**src/rtl/rca_accumulator_if.sv**
```systemverilog
// Handshake bundle between an RCA adder stage, the frame accumulator and the
// frame-total consumer. The slave modport is the accumulator's view.
interface rca_accumulator_if #(
    parameter int N = 4
) ();
    localparam int ACC_W = N + 5;

    logic             clear;
    logic             in_valid;
    logic [N-1:0]     Sum;
    logic             carry_out;
    logic             in_ready;
    logic             out_ready;
    logic             out_valid;
    logic [ACC_W-1:0] acc_out;

    // Producer/consumer side: drives samples and the output handshake.
    modport master (
        output clear,
        output in_valid,
        output Sum,
        output carry_out,
        output out_ready,
        input  in_ready,
        input  out_valid,
        input  acc_out
    );

    // Accumulator side.
    modport slave (
        input  clear,
        input  in_valid,
        input  Sum,
        input  carry_out,
        input  out_ready,
        output in_ready,
        output out_valid,
        output acc_out
    );
endinterface

```
**src/rtl/rca_accumulator.sv**
```systemverilog
// Frame accumulator for adder results: sums CNT samples of {carry_out,Sum},
// then holds the total until the consumer takes it. Outputs depend on
// registered state only, so no input-to-output combinational path exists.
module rca_accumulator #(
    parameter int N   = 4,
    parameter int CNT = 4
) (
    input logic              clk,
    input logic              rst,
    rca_accumulator_if.slave bus
);
    localparam int ACC_W = N + 5;
    // 5 bits covers every counter value for CNT up to 16.
    localparam int CNT_W = 5;
    localparam logic [CNT_W-1:0] LAST = CNT_W'(CNT - 1);

    typedef enum logic {
        ACCUM = 1'b0,
        HOLD  = 1'b1
    } state_e;

    state_e           state_q;
    state_e           state_d;
    logic [ACC_W-1:0] sum_q;
    logic [ACC_W-1:0] sum_d;
    logic [ACC_W-1:0] acc_q;
    logic [ACC_W-1:0] acc_d;
    logic [CNT_W-1:0] cnt_q;
    logic [CNT_W-1:0] cnt_d;
    logic [ACC_W-1:0] sample;
    logic [ACC_W-1:0] total;
    logic             accept;
    logic             last;

    // Sample widening, acceptance and running-total arithmetic.
    always_comb begin
        sample = ACC_W'({bus.carry_out, bus.Sum});
        total  = sum_q + sample;
        accept = bus.in_valid && (state_q == ACCUM);
        last   = (cnt_q == LAST);
    end

    // State register.
    always_ff @(posedge clk) begin
        if (rst) begin
            state_q <= ACCUM;
        end else begin
            state_q <= state_d;
        end
    end

    // Next-state logic: clear overrides any handshake in either state.
    always_comb begin
        state_d = state_q;
        if (bus.clear) begin
            state_d = ACCUM;
        end else begin
            case (state_q)
                ACCUM:   if (accept && last) state_d = HOLD;
                HOLD:    if (bus.out_ready)  state_d = ACCUM;
                default: state_d = ACCUM;
            endcase
        end
    end

    // Datapath next values: clear drops the partial frame but keeps acc_out.
    always_comb begin
        sum_d = sum_q;
        cnt_d = cnt_q;
        acc_d = acc_q;
        if (bus.clear) begin
            sum_d = '0;
            cnt_d = '0;
        end else if (accept) begin
            if (last) begin
                acc_d = total;
                sum_d = '0;
                cnt_d = '0;
            end else begin
                sum_d = total;
                cnt_d = cnt_q + CNT_W'(1);
            end
        end
    end

    // Datapath registers.
    always_ff @(posedge clk) begin
        if (rst) begin
            sum_q <= '0;
            cnt_q <= '0;
            acc_q <= '0;
        end else begin
            sum_q <= sum_d;
            cnt_q <= cnt_d;
            acc_q <= acc_d;
        end
    end

    // Output decode from state and registers only.
    always_comb begin
        bus.in_ready  = (state_q == ACCUM);
        bus.out_valid = (state_q == HOLD);
        bus.acc_out   = acc_q;
    end

    // The counter never reaches CNT; the final sample wraps it to zero.
    a_cnt_range: assert property (@(posedge clk) disable iff (rst)
        cnt_q < CNT_W'(CNT));

endmodule

```
**src/flat_wrapper.sv**
```systemverilog
// flat-port wrapper written by rule: the top's interface ports become plain ports
module rca_accumulator_flat 
#(
    parameter int N   = 4,
    parameter int CNT = 4
)
  (clk, rst, bus_clear, bus_in_valid, bus_Sum, bus_carry_out, bus_out_ready, bus_in_ready, bus_out_valid, bus_acc_out);
  rca_accumulator_if #(.N(N)) bus_i ();
  input logic clk;
  input logic rst;
  input wire logic [$bits(bus_i.clear)-1:0] bus_clear;
  input wire logic [$bits(bus_i.in_valid)-1:0] bus_in_valid;
  input wire logic [$bits(bus_i.Sum)-1:0] bus_Sum;
  input wire logic [$bits(bus_i.carry_out)-1:0] bus_carry_out;
  input wire logic [$bits(bus_i.out_ready)-1:0] bus_out_ready;
  output wire logic [$bits(bus_i.in_ready)-1:0] bus_in_ready;
  output wire logic [$bits(bus_i.out_valid)-1:0] bus_out_valid;
  output wire logic [$bits(bus_i.acc_out)-1:0] bus_acc_out;
  assign bus_i.clear = bus_clear;
  assign bus_i.in_valid = bus_in_valid;
  assign bus_i.Sum = bus_Sum;
  assign bus_i.carry_out = bus_carry_out;
  assign bus_i.out_ready = bus_out_ready;
  assign bus_in_ready = bus_i.in_ready;
  assign bus_out_valid = bus_i.out_valid;
  assign bus_acc_out = bus_i.acc_out;
  rca_accumulator #(.N(N), .CNT(CNT)) u_core (.clk(clk), .rst(rst), .bus(bus_i));
endmodule
```
**config.mk**
```make
export PLATFORM = sky130hd
export DESIGN_NAME = rca_accumulator_flat
export DESIGN_NICKNAME = d
export VERILOG_FILES = /design/src/rtl/rca_accumulator_if.sv /design/src/rtl/rca_accumulator.sv /design/src/flat_wrapper.sv
export SDC_FILE = /design/constraint.sdc
export NUM_CORES = 1
export LEC_CHECK = 0
export ABC_AREA = 1
export CAP_MARGIN = 25
export CORE_ASPECT_RATIO = 1.4
export CORE_MARGIN = 2
export CORE_UTILIZATION = 56
export DETAILED_ROUTE_END_ITERATION = 10
export HOLD_SLACK_MARGIN = 0.08
export PLACE_DENSITY = 0.9
export SYNTH_ARGS = -nofsm -noshare
export SYNTH_HDL_FRONTEND = slang
export SYNTH_SLANG_ARGS = --single-unit
export TNS_END_PERCENT = 50
```
**constraint.sdc**
```tcl
create_clock -name clk -period 4.9 [get_ports clk]
set_clock_uncertainty 0.2 [all_clocks]
set_input_delay 0.735 -clock clk [delete_from_list [all_inputs] [get_ports clk]]
set_output_delay 0.735 -clock clk [all_outputs]
set_load 0.03 [all_outputs]
```
# [After elaboration in Yosys (flattened, before gate mapping)]
# Index checks and enable logic that the tools add are counted.
[totals] regBits=24 wordCells=18 output_inout_bits=11
[op_classes] n_mux=5 eq_ne=1 addsub=2 n_reduce_logical=4 n_bitwise=2
[op_table] op="9-bit by 5-bit adder with 9-bit output" n=1
[op_table] op="9-bit two-way mux" n=1
[op_table] op="5-bit by 1-bit adder with 5-bit output, second input constant" n=1
[op_table] op="5-bit by 2-bit == test with 1-bit output, second input constant" n=1
[op_table] op="5-bit two-way mux" n=1
[op_table] op="3-bit AND reduction" n=1
[op_table] op="1-bit logical AND" n=2
[op_table] op="1-bit two-way mux" n=2
[op_table] op="1-bit inverter" n=2
[op_table] op="1-bit case mux with 2 select lines" n=1
[op_table] op="2-bit OR reduction" n=1

# [Depth between registers and ports, before layout]
[depth] ltp_word=5 mapped_depth=11

# [Worst setup path before layout]
# OpenSTA, ideal clock, no wires.
[synth_timing] path_kind="input -> register" start="input bus_Sum[0]" end="register u_core.acc_q[8], in the netlist u_core.bus.acc_out[8]" cell_stages=10 t_required_ns=4.584 slack_ns=2.708 arrival_time_ns=1.877 setup_time_ns=0.116 cell_sequence="ha_1 > fa_1 > nand2_1 > nand2_1 > nand3_1 > nand2_1 > nand2_1 > nand2_1 > o21ai_0 > inv_1"
[synth_via] elab_chain_len=1
[synth_rtl] item="start, declared" line="flat_wrapper.sv:13" source="input wire logic [$bits(bus_i.Sum)-1:0] bus_Sum;"
[synth_rtl] item="9-bit by 5-bit adder with 9-bit output" line="rca_accumulator.sv:38" source="total = sum_q + sample;"
[synth_rtl] item="end signal, assigned" line="rca_accumulator.sv:91" source="acc_q <= '0;"
[synth_rtl] item="end signal, assigned" line="rca_accumulator.sv:95" source="acc_q <= acc_d;"
[synth_rtl] item="end, declared" line="rca_accumulator.sv:26" source="logic [ACC_W-1:0] acc_q;"
# Every way passes these cells.
# A chain may end at the register's enable or synchronous reset.

# [Final worst setup path]
# Ends and elaborated chain as after synthesis.

==> flow_summary.json <==
{
  "status": "finished clean",
  "cts.sinks": 24,
  "synth_warnings": 0,
  "vias_per_cell": 5.61,
  "comb_power_share_pct": 12.0,
  "finalSetupTns_ns": 0,
  "yosysSeqAreaShare_pct": 38.2,
  "ioPinCount": 21,
  "power_leakage_nw": 0.659,
  "switchingPower_uw": 86.6,
  "hold_class": "reg -> reg",
  "yosys-top-cells-count": "nand2_1 (48), nor2_1 (28), dfxtp_1 (24), inv_1 (14), a21oi_1 (12)",
  "grt.overflow.total": 0,
  "yosysTopAreaCellShare_pct": 38.2,
  "cts_buffer_depth": 2,
  "die_x_um": 44.1,
  "r2r_end": "u_core.bus.acc_out[8]$_SDFFE_PP0P_",
  "path_clk_slew_ns": 0.14,
  "final_core_util_pct": 69.8,
  "ir_worst_vdd_mv": 0.202,
  "drc": 0,
  "ctsRootBufferMaster": "clkbuf_4",
  "cts_tree": "done",
  "die_h_um": 60.1,
  "synth_top_area_cell": "dfxtp_1",
  "synth_seq_cells": 24,
  "synth_edf_count": 0,
  "synth_top_family_by_area": "simple AND/OR/NAND/NOR gates",
  "hold_viol": 0,
  "initial_utilization_pct": 58.4,
  "routed_wl_um": 2840,
  "synthTopCellsByArea": "dfxtp_1 (38%), nand2_1 (14%), nor2_1 (8.4%), ha_1 (6.0%), a21oi_1 (4.8%)",
  "nFillCells": 187,
  "netSwitchingFraction_pct": 24.9,
  "area_growth_pct": 19.5,
  "hold_buffers": 0,
  "intPower_uw": 261,
  "synthArstFlopShare_pct": 0,
  "path_max_fanout": 3,
  "finalCriticalPeriod_ns": 2.42,
  "r2r_cells": 10,
  "rows": 20,
  "postCtsSetupBuffers": 0,
  "crit_type": "in -> reg",
  "grt_pass1_vias": 1249,
  "synth_xor_area_share_pct": 2.79,
  "synth_area_per_cell_um2": 7.10,
  "worst_setup_path_end_kind": "register",
  "antenna_found_initial": 0,
  "nNetsFinal": 216,
  "power_density_nw_per_um2": 231,
  "clkPwrFrac_pct": 30.5,
  "clock_latency_ns": 0.32,
  "dp_hpwl_um": 2170,
  "max_cap_viol_count": 0,
  "ys.flop_type": "dfxtp_1",
  "port_buffers": 20,
  "diodes": 0,
  "htreeDepth": 1,
  "critPathLaunch": "bus_Sum[0]",
  "core-area_um2": 2150,
  "p_seq_share_pct": 57.5,
  "grt_setup_unrepaired": "false",
  "rrSetupSlack_ns": 2.99,
  "die-area_um2": 2650,
  "synth.area.mux_share_pct": 0,
  "syn-cell-area_um2": 1260,
  "crit_path_start_kind": "input port",
  "timing.fmax_ghz": 0.414,
  "dr.pass1.iters": 4,
  "grtUsageTotal_pct": 24.7,
  "arrival_ns": 2.45,
  "slew_headroom_pct": 66.6,
  "syn_nets": 194,
  "drv_slew": 0,
  "r2r-start": "u_core.sum_q[0]$_SDFFE_PP0P_",
  "setup_viol": 0,
  "crit_required_ns": 4.93,
  "min_period_over_period_pct": 49.3,
  "crit_path_end": "u_core.bus.acc_out[8]$_SDFFE_PP0P_",
  "ant_nets": 0,
  "fin_ws_ns": 2.48,
  "post_cts_resized": 0,
  "synth-simple-area-share_pct": 37.0,
  "syn_inst": 177,
  "tightest_slew_ns": 0.500,
  "post_route_cells_drive_above_1_share_pct": 7.07,
  "post_drt_wl_per_cell_um": 12.9,
  "routabilityCongestion": 0.840,
  "dr.first_iter.drc_count": 30,
  "synth_compound_area_share_pct": 8.16,
  "vias": 1234,
  "grt_pass1_wl_um": 4900,
  "synthMostInstantiatedCell": "nand2_1",
  "grt_max_degree": 14,
  "yosys.area_share.adder_pct": 7.56,
  "cts_buffers": 3,
  "dp_slack_ns": 2.13,
  "netlist-cell-type-count": 24
}
-- through the flow --
stage	instances	power, mW	hold slack (ns)	area (µm²)
2_1_floorplan	177	0.229	0.249	1260
3_3_place_gp	216	0.243	0.258	1470
3_5_place_dp	216	0.245	0.264	1470
4_1_cts	220	0.349	0.283	1500
5_1_grt	220	0.365	0.319	1500
6_report	220	0.348	0.286	1500
-- metal layers --
layer	part of all wire (%)	GRT usage, %	vias up
met5	0	0	-
met4	3.8	15.6	0
met3	4.5	4.83	15
met2	54	43.9	39
met1	38	25.9	574
li1	-	-	606
-- layout make-up --
class                   instances  area, µm²  area share (%)
multi-input cells             134        698            46.5
flip-flops and latches         24        480            32.0
repair buffers                 20        200            13.3
inverters                      16       60.1            4.00
clock buffers                   4       36.3            2.41
well taps                      22       27.5            1.83
-- cell usage in the layout, fill, tap and decap left out, drive strengths merged --
master          n
nand3          11
or2             3
a21oi          12
nand2          49
fa              1
xor2            2
o21ai           7
nand3b          5
ha              6
nand4           1
inv            16
xnor2           2
nor2           31
nor3            2
clkdlybuf4s50  20
clkbuf          4
dfxtp          24
o21bai          1
nor3b           1
-- critical path, cell delays in order --
cell	delay, ns
clkdlybuf4s50_1	0.41
ha_1	0.23
fa_1	0.41
nand2_1	0.09
nand2_1	0.09
nand3_1	0.11
nand2_1	0.06
nand2_1	0.05
nand2_1	0.06
o21ai_0	0.14
inv_1	0.06
-- power groups by stage --
stage	combinational, mW	clock, mW	sequential [mW]
floorplan	0.0250	0	0.204
global placement	0.0393	0	0.204
detailed placement	0.0409	0	0.204
CTS	0.0414	0.108	0.200
global route	0.0462	0.118	0.200
finish	0.0417	0.106	0.200
-- how the worst min path moves through the flow --
stage	startpoint	endpoint	slack, ns	cells after the start
2_1_floorplan	u_core.sum_q[0]$_SDFFE_PP0P_	u_core.sum_q[0]$_SDFFE_PP0P_	0.25	2
5_1_grt	u_core.sum_q[3]$_SDFFE_PP0P_	u_core.sum_q[3]$_SDFFE_PP0P_	0.32	2
6_report	u_core.sum_q[2]$_SDFFE_PP0P_	u_core.sum_q[2]$_SDFFE_PP0P_	0.29	2
4_1_cts	u_core.sum_q[2]$_SDFFE_PP0P_	u_core.sum_q[2]$_SDFFE_PP0P_	0.28	2
3_5_place_dp	u_core.sum_q[2]$_SDFFE_PP0P_	u_core.sum_q[2]$_SDFFE_PP0P_	0.26	2
3_3_place_gp	u_core.sum_q[3]$_SDFFE_PP0P_	u_core.sum_q[3]$_SDFFE_PP0P_	0.26	2
-- logic make-up after synthesis --
kind of cell	Yosys count
simple gates	103
flops	24
compound gates	20
buf+inv	19
fa+ha+maj	7
xor+xnor	4
-- state kept, by name (all words and copies together) (netlist names) --
| register | cells |
|---|---|
| u_core.bus.acc_out | 9 |
| u_core.bus.out_valid | 1 |
| u_core.cnt_q | 5 |
| u_core.sum_q | 9 |
Note: power is estimated with default switching activity, not from simulation.
==> RTL change (config.mk and constraints unchanged) <==
`CNT_W`: 5 -> 10.
--- a/src/rtl/rca_accumulator.sv
+++ b/src/rtl/rca_accumulator.sv
@@ -12,5 +12,5 @@
     localparam int ACC_W = N + 5;
     // 5 bits covers every counter value for CNT up to 16.
-    localparam int CNT_W = 5;
+    localparam int CNT_W = 10;
     localparam logic [CNT_W-1:0] LAST = CNT_W'(CNT - 1);
 
Formal check against the unedited RTL: same outputs for any inputs over 10 cycles, from zero or initial values and one cycle with rst high; that may be too few to reach the edited logic, so the function may still have changed.
==> RTL change against the original RTL <==
Sequential cell count rose by 5; count of clock-buffer cells in the layout rose by 3; die area rose by 19%; highest routed layer unchanged; power rose by 28%; final area increased by 20%; critical endpoint is now u_core.sum_q[4]; worst setup slack better by 0.037 ns; synthesized area is 21% higher; critical path type unchanged; wire length grew 8.6%.
==> RTL change: results (changes against the original RTL) <==
The cell count after synthesis is 218 (was 177). The met2 global-route usage came out at 42.3% (was 43.9%). The largest net degree at the start of global routing came out at 17 (was 14).

Run status: completed (unchanged). The CTS clock-pin slew for the worst setup and hold paths was 0.09 ns (was 0.14 ns). The switching component of the power came to 107 uW (was 86.6 uW). The number of distinct library cell variants in the gate-level netlist after synthesis came out at 26 (was 24).

Most frequent cells after synthesis: 61 x nand2_1, 33 x nor2_1, 29 x dfxtp_1, 19 x a21oi_1, 19 x inv_1 (was 48 x nand2_1, 28 x nor2_1, 24 x dfxtp_1, 14 x inv_1, 12 x a21oi_1). The total length of routed wires came out at 3.08 mm (was 2.84 mm). The detailed placement HPWL is 2.34 mm (was 2.17 mm). The startpoint of the most critical register-to-register path is u_core.cnt_q[0] (was u_core.sum_q[0]). Synth area leaders: dfxtp_1 38%, nand2_1 15%, nor2_1 8.2%, a21oi_1 6.3%, ha_1 5.0% (was dfxtp_1 38%, nand2_1 14%, nor2_1 8.4%, ha_1 6.0%, a21oi_1 4.8%). The total clock buffers created by CTS is 5 (was 3).

The detailed route wirelength on metal3 came out at 139 um (was 128 um). The H-tree depth came out at 2 (was 1). The post-route met1 wirelength came to 1.26 mm (was 1.08 mm). The final instance count without filler cells came out at 278 (was 220). The fmax came out at 420 MHz (was 414 MHz). The final weighted congestion in routability-driven placement is 0.827 (was 0.840). The number of DRC markers after the initial detailed-route iteration is 45 (was 30). The overall fraction of global-route tracks in use was 23.9% (was 24.7%). The post-place instance area is 1740 um2 (was 1470 um2).

The hold path startpoint is u_core.sum_q[0] (was u_core.sum_q[2]). The met3 layer usage reported by global route came out at 6.87% (was 4.83%). The end point of the worst hold path was u_core.sum_q[0] (was u_core.sum_q[2]). The total length of routed met2 wires was 1.62 mm (was 1.52 mm).

The worst hold margin came out at 0.279 ns (was 0.286 ns). The cell leakage power came out at 0.000761 uW (was 0.000659 uW). The peak supply drop came out at 0.000174 V (was 0.000202 V). The portion of the post-synthesis area used by sequential elements is 38.3% (was 38.2%). The worst reg2reg path depth came out at 6 (was 10). The vias after detailed routing came to 1,430 (was 1,234). The endpoint of the worst-slack reg-to-reg timing path was u_core.sum_q[1] (was u_core.bus.acc_out[8]).
-- RTL change: changes by cell type after synthesis, sizes merged, moves of 2 or more --
| cell | delta |
|---|---|
| a21oi | +7 |
| dfxtp | +5 |
| inv | +3 |
| nand2 | +14 |
| nand4 | +2 |
| nor2 | +4 |
| xor2 | +4 |
-- RTL change: layout make-up --
type	instances	area, um2	share of cell area, %
Tap cell	36	45.0	2.49
Multi-Input combinational cell	166	838	46.4
Clock buffer	7	65.1	3.60
Timing Repair Buffer	20	200	11.1
Sequential cell	29	581	32.2
Clock inverter	1	5.00	0.277
Inverter	19	71.3	3.95
-- RTL change: cell families (layout without fill, tap and decap cells) --
kind of cell	Yosys count	count (layout)	share of synthesized area [%]
buffers and inverters	23	47	6.44
AOI/OAI and AO/OA	28	28	9.57
and+or+nand+nor	124	124	35.4
xor gates and xnor gates	7	7	4.04
DFF	29	29	38.3
adders and majority gates	7	7	6.27
